$ cat config.mk
export PLATFORM = sky130hd
export DESIGN_NAME = fetch_redirect
export DESIGN_NICKNAME = d
export VERILOG_FILES = /design/src/rtl/fetch_redirect.sv
export SDC_FILE = /design/constraint.sdc
export NUM_CORES = 1
export LEC_CHECK = 0
export BUFFER_PORTS_ARGS = -buffer_cell sky130_fd_sc_hd__clkbuf_2
export CELL_PAD_IN_SITES_DETAIL_PLACEMENT = 1
export CELL_PAD_IN_SITES_GLOBAL_PLACEMENT = 2
export CORE_MARGIN = 2
export CORE_UTILIZATION = 25
export DETAILED_ROUTE_END_ITERATION = 8
export PLACE_DENSITY_LB_ADDON = 0.08
export SETUP_SLACK_MARGIN = 0.15
export SYNTH_ARGS = -nofsm -noshare
export SYNTH_HDL_FRONTEND = slang
export SYNTH_SLANG_ARGS = --single-unit
$ cat constraint.sdc
create_clock -name clk -period 2.2 [get_ports clk]
set_input_delay 0.55 -clock clk [delete_from_list [all_inputs] [get_ports clk]]
set_output_delay 0.55 -clock clk [all_outputs]
set_load 0.02 [all_outputs]
$ cat src/rtl/fetch_redirect.sv
// Instruction fetch front end with a single outstanding memory request.
// Branch redirects squash in-flight responses, pulse pipeline flushes and count taken branches.
module fetch_redirect #(
  parameter int          N        = 64,
  parameter logic [N-1:0] RESET_PC = '0
) (
  input  logic         clk,
  input  logic         reset,
  input  logic         PCSrc_W,
  input  logic [N-1:0] PCBranch_W,
  input  logic         stall_F,
  output logic         imem_req,
  output logic [N-1:0] imem_addr,
  input  logic         imem_gnt,
  input  logic         imem_rvalid,
  input  logic [31:0]  imem_rdata,
  output logic [31:0]  instr_F,
  output logic [N-1:0] pc_F,
  output logic         instr_valid_F,
  output logic         flush_D,
  output logic         flush_E,
  output logic         flush_M,
  output logic [31:0]  taken_count
);

  typedef enum logic [1:0] {
    S_REQ,
    S_WAIT,
    S_KILL,
    S_HOLD
  } state_t;

  localparam logic [N-1:0] ALIGN = ~N'(3);

  state_t       state;
  logic [N-1:0] pc;

  // The request is held low combinationally while reset is asserted so the
  // memory never sees a request from a block that is being cleared.
  assign imem_req  = reset && (state == S_REQ);
  assign imem_addr = pc;

  always_ff @(posedge clk or negedge reset) begin
    if (!reset) begin
      state         <= S_REQ;
      pc            <= RESET_PC & ALIGN;
      instr_F       <= '0;
      pc_F          <= '0;
      instr_valid_F <= 1'b0;
      flush_D       <= 1'b0;
      flush_E       <= 1'b0;
      flush_M       <= 1'b0;
      taken_count   <= '0;
    end else begin
      flush_D <= PCSrc_W;
      flush_E <= PCSrc_W;
      flush_M <= PCSrc_W;
      if (PCSrc_W && (taken_count != 32'hFFFF_FFFF))
        taken_count <= taken_count + 32'd1;

      if (PCSrc_W) begin
        pc            <= PCBranch_W & ALIGN;
        instr_valid_F <= 1'b0;
        // A granted-but-unanswered request must have its response swallowed.
        case (state)
          S_REQ:          state <= imem_gnt ? S_KILL : S_REQ;
          S_WAIT, S_KILL: state <= imem_rvalid ? S_REQ : S_KILL;
          default:        state <= S_REQ;
        endcase
      end else begin
        case (state)
          S_REQ: begin
            instr_valid_F <= 1'b0;
            if (imem_gnt)
              state <= S_WAIT;
          end
          S_WAIT: begin
            if (imem_rvalid) begin
              instr_F       <= imem_rdata;
              pc_F          <= pc;
              instr_valid_F <= 1'b1;
              pc            <= pc + N'(4);
              state         <= stall_F ? S_HOLD : S_REQ;
            end else begin
              instr_valid_F <= 1'b0;
            end
          end
          S_KILL: begin
            instr_valid_F <= 1'b0;
            if (imem_rvalid)
              state <= S_REQ;
          end
          S_HOLD: begin
            if (!stall_F) begin
              instr_valid_F <= 1'b0;
              state         <= S_REQ;
            end
          end
          default: state <= S_REQ;
        endcase
      end
    end
  end

endmodule

Word level (Yosys, flattened, before mapping). Cells that the tools add are included.

Register bits: 196. Input port bits: 102. Output and inout bits: 197. Word-level logic and storage cells: 45.

Add/sub/neg operators: 2. Equal/unequal tests: 8. Mux-type cells: 17. Bitwise gates (word level): 1. Reductions and logical operators: 10.

Operators with widths (count): two-way mux 64 bit (3); adder 64 x 3 -> 64 bit, second input constant (1); adder 32 x 1 -> 32 bit, second input constant (1); != test 32 bit, second input constant (1); two-way mux 2 bit (8); != test 3 bit, second input constant (4); case mux 2 bit (4 select lines) (1); == test 2 bit, second input constant (2); case mux 2 bit (2 select lines) (1); AND reduction 4 bit (1); nonzero test 2 bit (2); OR reduction 2 bit (2); two-way mux 1 bit (3); case mux 1 bit (3 select lines) (1); AND reduction 3 bit (1); == test 2 x 1 -> 1 bit, second input constant (1); logical AND 1 bit (2); logical NOT 2 bit (1); AND reduction 2 bit (1); NOT 1 bit (1).

Logic depth before layout (Yosys ltp).
Depth in word-level cells: 4. Depth in mapped cells: 8. Gate-level depth less buffers: 7.

Worst setup path before layout. Ideal clock, no wire load.

Kind: flip-flop to flip-flop. From: register pc[26] (netlist: imem_addr[26]). To: register pc[47] (netlist: imem_addr[47]). Library setup time: 0.082 ns. Arrival time: 2.198 ns. Data required time: 2.118 ns. Setup slack: -0.080 ns. Stages on the path, launching flop included: 7. Path buffers: 1. Period minus slack after synthesis: 2.280 ns. Cell sequence: dfrtp_1 > clkbuf_1 > nand4_1 > or4_4 > or3_4 > or3_1 > a31oi_1.

Longest elaborated chain between the ends: 4.

Ends and longest elaborated chain: start, declared (RTL line 36) `logic [N-1:0] pc;`; start signal, assigned (RTL line 46) `pc <= RESET_PC & ALIGN;`; start signal, assigned (RTL line 62) `pc <= PCBranch_W & ALIGN;`; start signal, assigned (RTL line 82) `pc <= pc + N'(4);`; adder 64 x 3 -> 64 bit (RTL line 82); two-way mux 64 bit (RTL line 78) `if (imem_rvalid) begin`; two-way mux 64 bit (RTL line 71) `case (state)`; two-way mux 64 bit (RTL line 61) `if (PCSrc_W) begin`.

Every way passes these cells. The select of a mux whose other input is x is not followed. A chain may end at the register's enable or synchronous reset.

Worst setup path after layout.
From: register state[1]. To: register pc[59] (netlist: imem_addr[59]).

Longest elaborated chain between the ends: 3.

Ends and longest elaborated chain: start, declared (RTL line 35) `state_t state;`; start signal, assigned (RTL line 66) `S_REQ: state <= imem_gnt ? S_KILL : S_REQ;`; start signal, assigned (RTL line 67) `S_WAIT, S_KILL: state <= imem_rvalid ? S_REQ : S_KILL;`; start signal, assigned (RTL line 83) `state <= stall_F ? S_HOLD : S_REQ;`; == test 2 x 1 -> 1 bit (RTL line 71); nonzero test 2 bit (no line); AND reduction 2 bit (no line).

Every way passes these cells.

==> key figures <==
Detailed routing
  – DRC: 0
  – DRT antenna net count: 0
  – 1st-pass router iterations: 6
  – WL final: 31700 um
  – Via count: slightly below 8000
  – First DRT Iteration DRCs: roughly 280
  – Vias/cell: 4.68
  – WL/cell: 18.8 um

Global route
  – Largest net degree at the start of global routing: 114
  – First-pass GRT wire length: about 50000 um
  – Antenna violations before repair: 4
  – GRT overflow: 0
  – Vias in the first global route: 8417
  – Overall routing resource usage: 0.169

Worst setup path
  – CP Class: reg2reg
  – Critical path fanouts, max: 5
  – CP Cell Sequence: inv_2, ha_4, nand4_1, or3_4, or3_4, buf_12, buf_4, o21ai_2, a31oi_1
  – Most used cell, CP: or3_4
  – CP Capture Type: flop
  – CP bufs+invs: 3
  – Req. time, crit path: 2.53 ns
  – Worst R2R Start: state[1]
  – Biggest cell delay along the critical path: 0.39 ns
  – Worst EP arrival: 2.41 ns
  – Largest delay share family, worst path: simple AND/OR/NAND/NOR gates
  – Slowest CP cell: dfrtp_1
  – Crit. Startpoint: state[1]
  – Setup crit start kind: flop

STA
  – Unrepaired setup endpoints after global routing: yes
  – Final Worst Setup Slack: 0.117 ns
  – Skew final: roughly 0.012 ns
  – Crit path time final: about 2.1 ns
  – Finish-stage setup viols: 0
  – Final Max Tran Viols: 0
  – Max Freq: ~480 MHz
  – Period utilization: 0.947
  – Final setup TNS: 0 ns
  – Worst-Margin Slew: 0.744 ns
  – Final Hold Violating Endpoints: 0
  – Relative slew slack: 0.504

Yosys
  – Avg Cell Area, Syn: 11.0 um2
  – EDFF count, synth: 0
  – Yosys warns: 0
  – Yosys cell types: 51
  – Syn Inst Count: a little over 800
  – Top cell type's share of synthesized area: 0.530
  – Ranking of synthesized cells by area: dfrtp_1 53%, mux2_2 11%, nand2_1 3.6%
  – Mapped Area: 9070 um2
  – Register area share after synthesis: 0.530
  – Ys async rst share: 1.00
  – Leading area contributor after synthesis: dfrtp_1
  – Commonest register cell after synthesis: dfrtp_1
  – Synth Register Bits: 192

Cells and area
  – Final Util: 0.358
  – Commonest non-fill, non-tap cells in the layout: 289 x clkbuf_2, 166 x dfrtp_1, 105 x buf_4, 92 x mux2_2, 85 x nand2_1
  – Area growth syn-to-layout: 40.9%
  – Commonest non-fill, non-tap cell in the layout: clkbuf_2
  – Nets: about 1300
  – Share of layout cells above drive strength 1: 0.490
  – # fillers: ~4000
  – Post-route cell area: approximately 13000 um2

Clock network
  – H-tree levels: 4
  – Clock-pin slew on the worst setup and hold paths: 0.08 ns
  – Total CTS buffers: 17
  – Max Root-Sink Buffers: 2
  – Clock sinks: 192
  – TritonCTS clock tree: built
  – Root Buffer: clkbuf_16
  – Worst skew pair latency: between 0.4 and 0.5 ns

Power and ir drop
  – Leakage: 5.96 nW
  – Maximum VDD drop: approximately 0.00054 V
  – Final Power: between 10 and 15 mW
  – Power Dens Cells: 1040 nW/um2

Placement
  – HPWL after DPL: 23300 um
  – Number of buffers inserted by port buffering: roughly 290
  – Placed inst area: 11800 um2
  – Placement Setup Slack: -0.128 ns
  – Routability congestion estimate: 0.725

Floorplan
  – CORE AREA: about 36000 um2
  – Die W: 194 um
  – Initial Utilization: 0.254
  – Row count: 69
  – Die extent in y: 194 um
  – Die Area: around 38000 um2
  – Number of I/O pins: 299

Run status
  – Status: finished clean

Worst hold path
  – Worst Hold Class: in2async

Job
  – Max-cap viol count: 0
-- flip-flops by register name, summed over array words and instances, names as in the netlist --
signal / flops
flush_M: 1
pc_F: 62
imem_addr: 62
state: 2
instr_F: 32
instr_valid_F: 1
taken_count: 32
-- through the flow --
step / hold WS (ns) / cells
2_1_floorplan: 0.254 / 827
3_3_place_gp: 0.465 / 1631
3_5_place_dp: 0.477 / 1631
4_1_cts: 0.147 / 1670
5_1_grt: 0.138 / 1683
6_report: 0.139 / 1686
-- kinds of logic (layout without fill, tap and decap cells) --
logic type | after synthesis | after routing | synth area share
adder cells (fa/ha/maj) | 7 | 7 | 0.00966
buffers and inverters | 57 | 452 | 0.0262
flip-flops | 192 | 192 | 0.530
AND/OR/NAND/NOR | 315 | 315 | 0.188
XOR/XNOR | 67 | 67 | 0.0647
other | 1 | 7 | 0.000413
AO/OA/AOI/OAI | 86 | 86 | 0.0590
multiplexers | 99 | 99 | 0.122
-- Yosys cell counts, types with 2 or more instances --
| library cell | n |
|---|---|
| and2_1 | 4 |
| or4_1 | 12 |
| nor3b_1 | 3 |
| and3_1 | 15 |
| mux2i_1 | 7 |
| dfrtp_1 | 192 |
| buf_4 | 6 |
| clkbuf_1 | 36 |
| a31oi_1 | 11 |
| a22oi_1 | 8 |
| xor2_1 | 32 |
| nor4_1 | 11 |
| nor3_1 | 19 |
| o311ai_0 | 2 |
| and4_1 | 12 |
| nand2_1 | 86 |
| o31ai_1 | 5 |
| nand4_1 | 46 |
| nand3_2 | 2 |
| or3_1 | 8 |
| nand4b_1 | 4 |
| o41ai_1 | 2 |
| nand3_1 | 48 |
| a221o_1 | 2 |
| nor2b_1 | 8 |
| mux2_2 | 92 |
| nand3b_1 | 2 |
| nor2_1 | 27 |
| xnor2_1 | 35 |
| ha_1 | 7 |
| inv_1 | 13 |
| or2_2 | 2 |
| o21ai_0 | 47 |
-- final cells by class --
type | instances | area, um2 | share of cell area
timing repair buffer | 407 | 2440 | 0.191
multi-input combinational | 578 | 4290 | 0.336
clock buffer | 25 | 495 | 0.0388
tap | 461 | 577 | 0.0451
clock inverter | 7 | 76.3 | 0.00597
inverter | 13 | 48.8 | 0.00382
sequential | 192 | 4840 | 0.378
antenna | 3 | 7.51 | 0.000587
-- final timing paths --
kind | endpoint | slack, ns | depth (start not counted)
min reg2reg | pc_F[58] | 0.49 | 2
max | imem_addr[59] | 0.12 | 9
min in group clk | imem_addr[18] | 0.31 | 3
max reg2reg | imem_addr[59] | 0.12 | 9
max in group asynchronous | imem_addr[27] | 1.38 | 2
min | flush_M | 0.14 | 2
-- per-layer routing --
metal | wire (um) | GRT usage | vias to the layer above | share of wire
li1 | - | - | 3741 | -
met1 | 14300 | 0.215 | 3978 | 0.45
met2 | 15700 | 0.286 | 157 | 0.49
met3 | 1460 | 0.0432 | 15 | 0.046
met4 | 320 | 0.0390 | 2 | 0.010
met5 | 13 | 0 | - | 0.00041
-- power breakdown --
| group | leakage [nW] | switching (mW) | internal (mW) |
|---|---|---|---|
| Clock | 0.274 | 1.45 | 1.69 |
| Combinational | 3.36 | 2.85 | 2.04 |
| Sequential | 2.32 | 0.631 | 4.61 |
-- repair_timing --
action                     in CTS  in global routing
cloned                          1                  0
pin swaps                       8                 13
gates resized for setup        24                 26
hold buffers                    0                  0
setup endpoints to repair      20                 58
setup buffers                   6                 13
hold endpoints to repair        0                  0
Power figures use the tool's default switching activity.
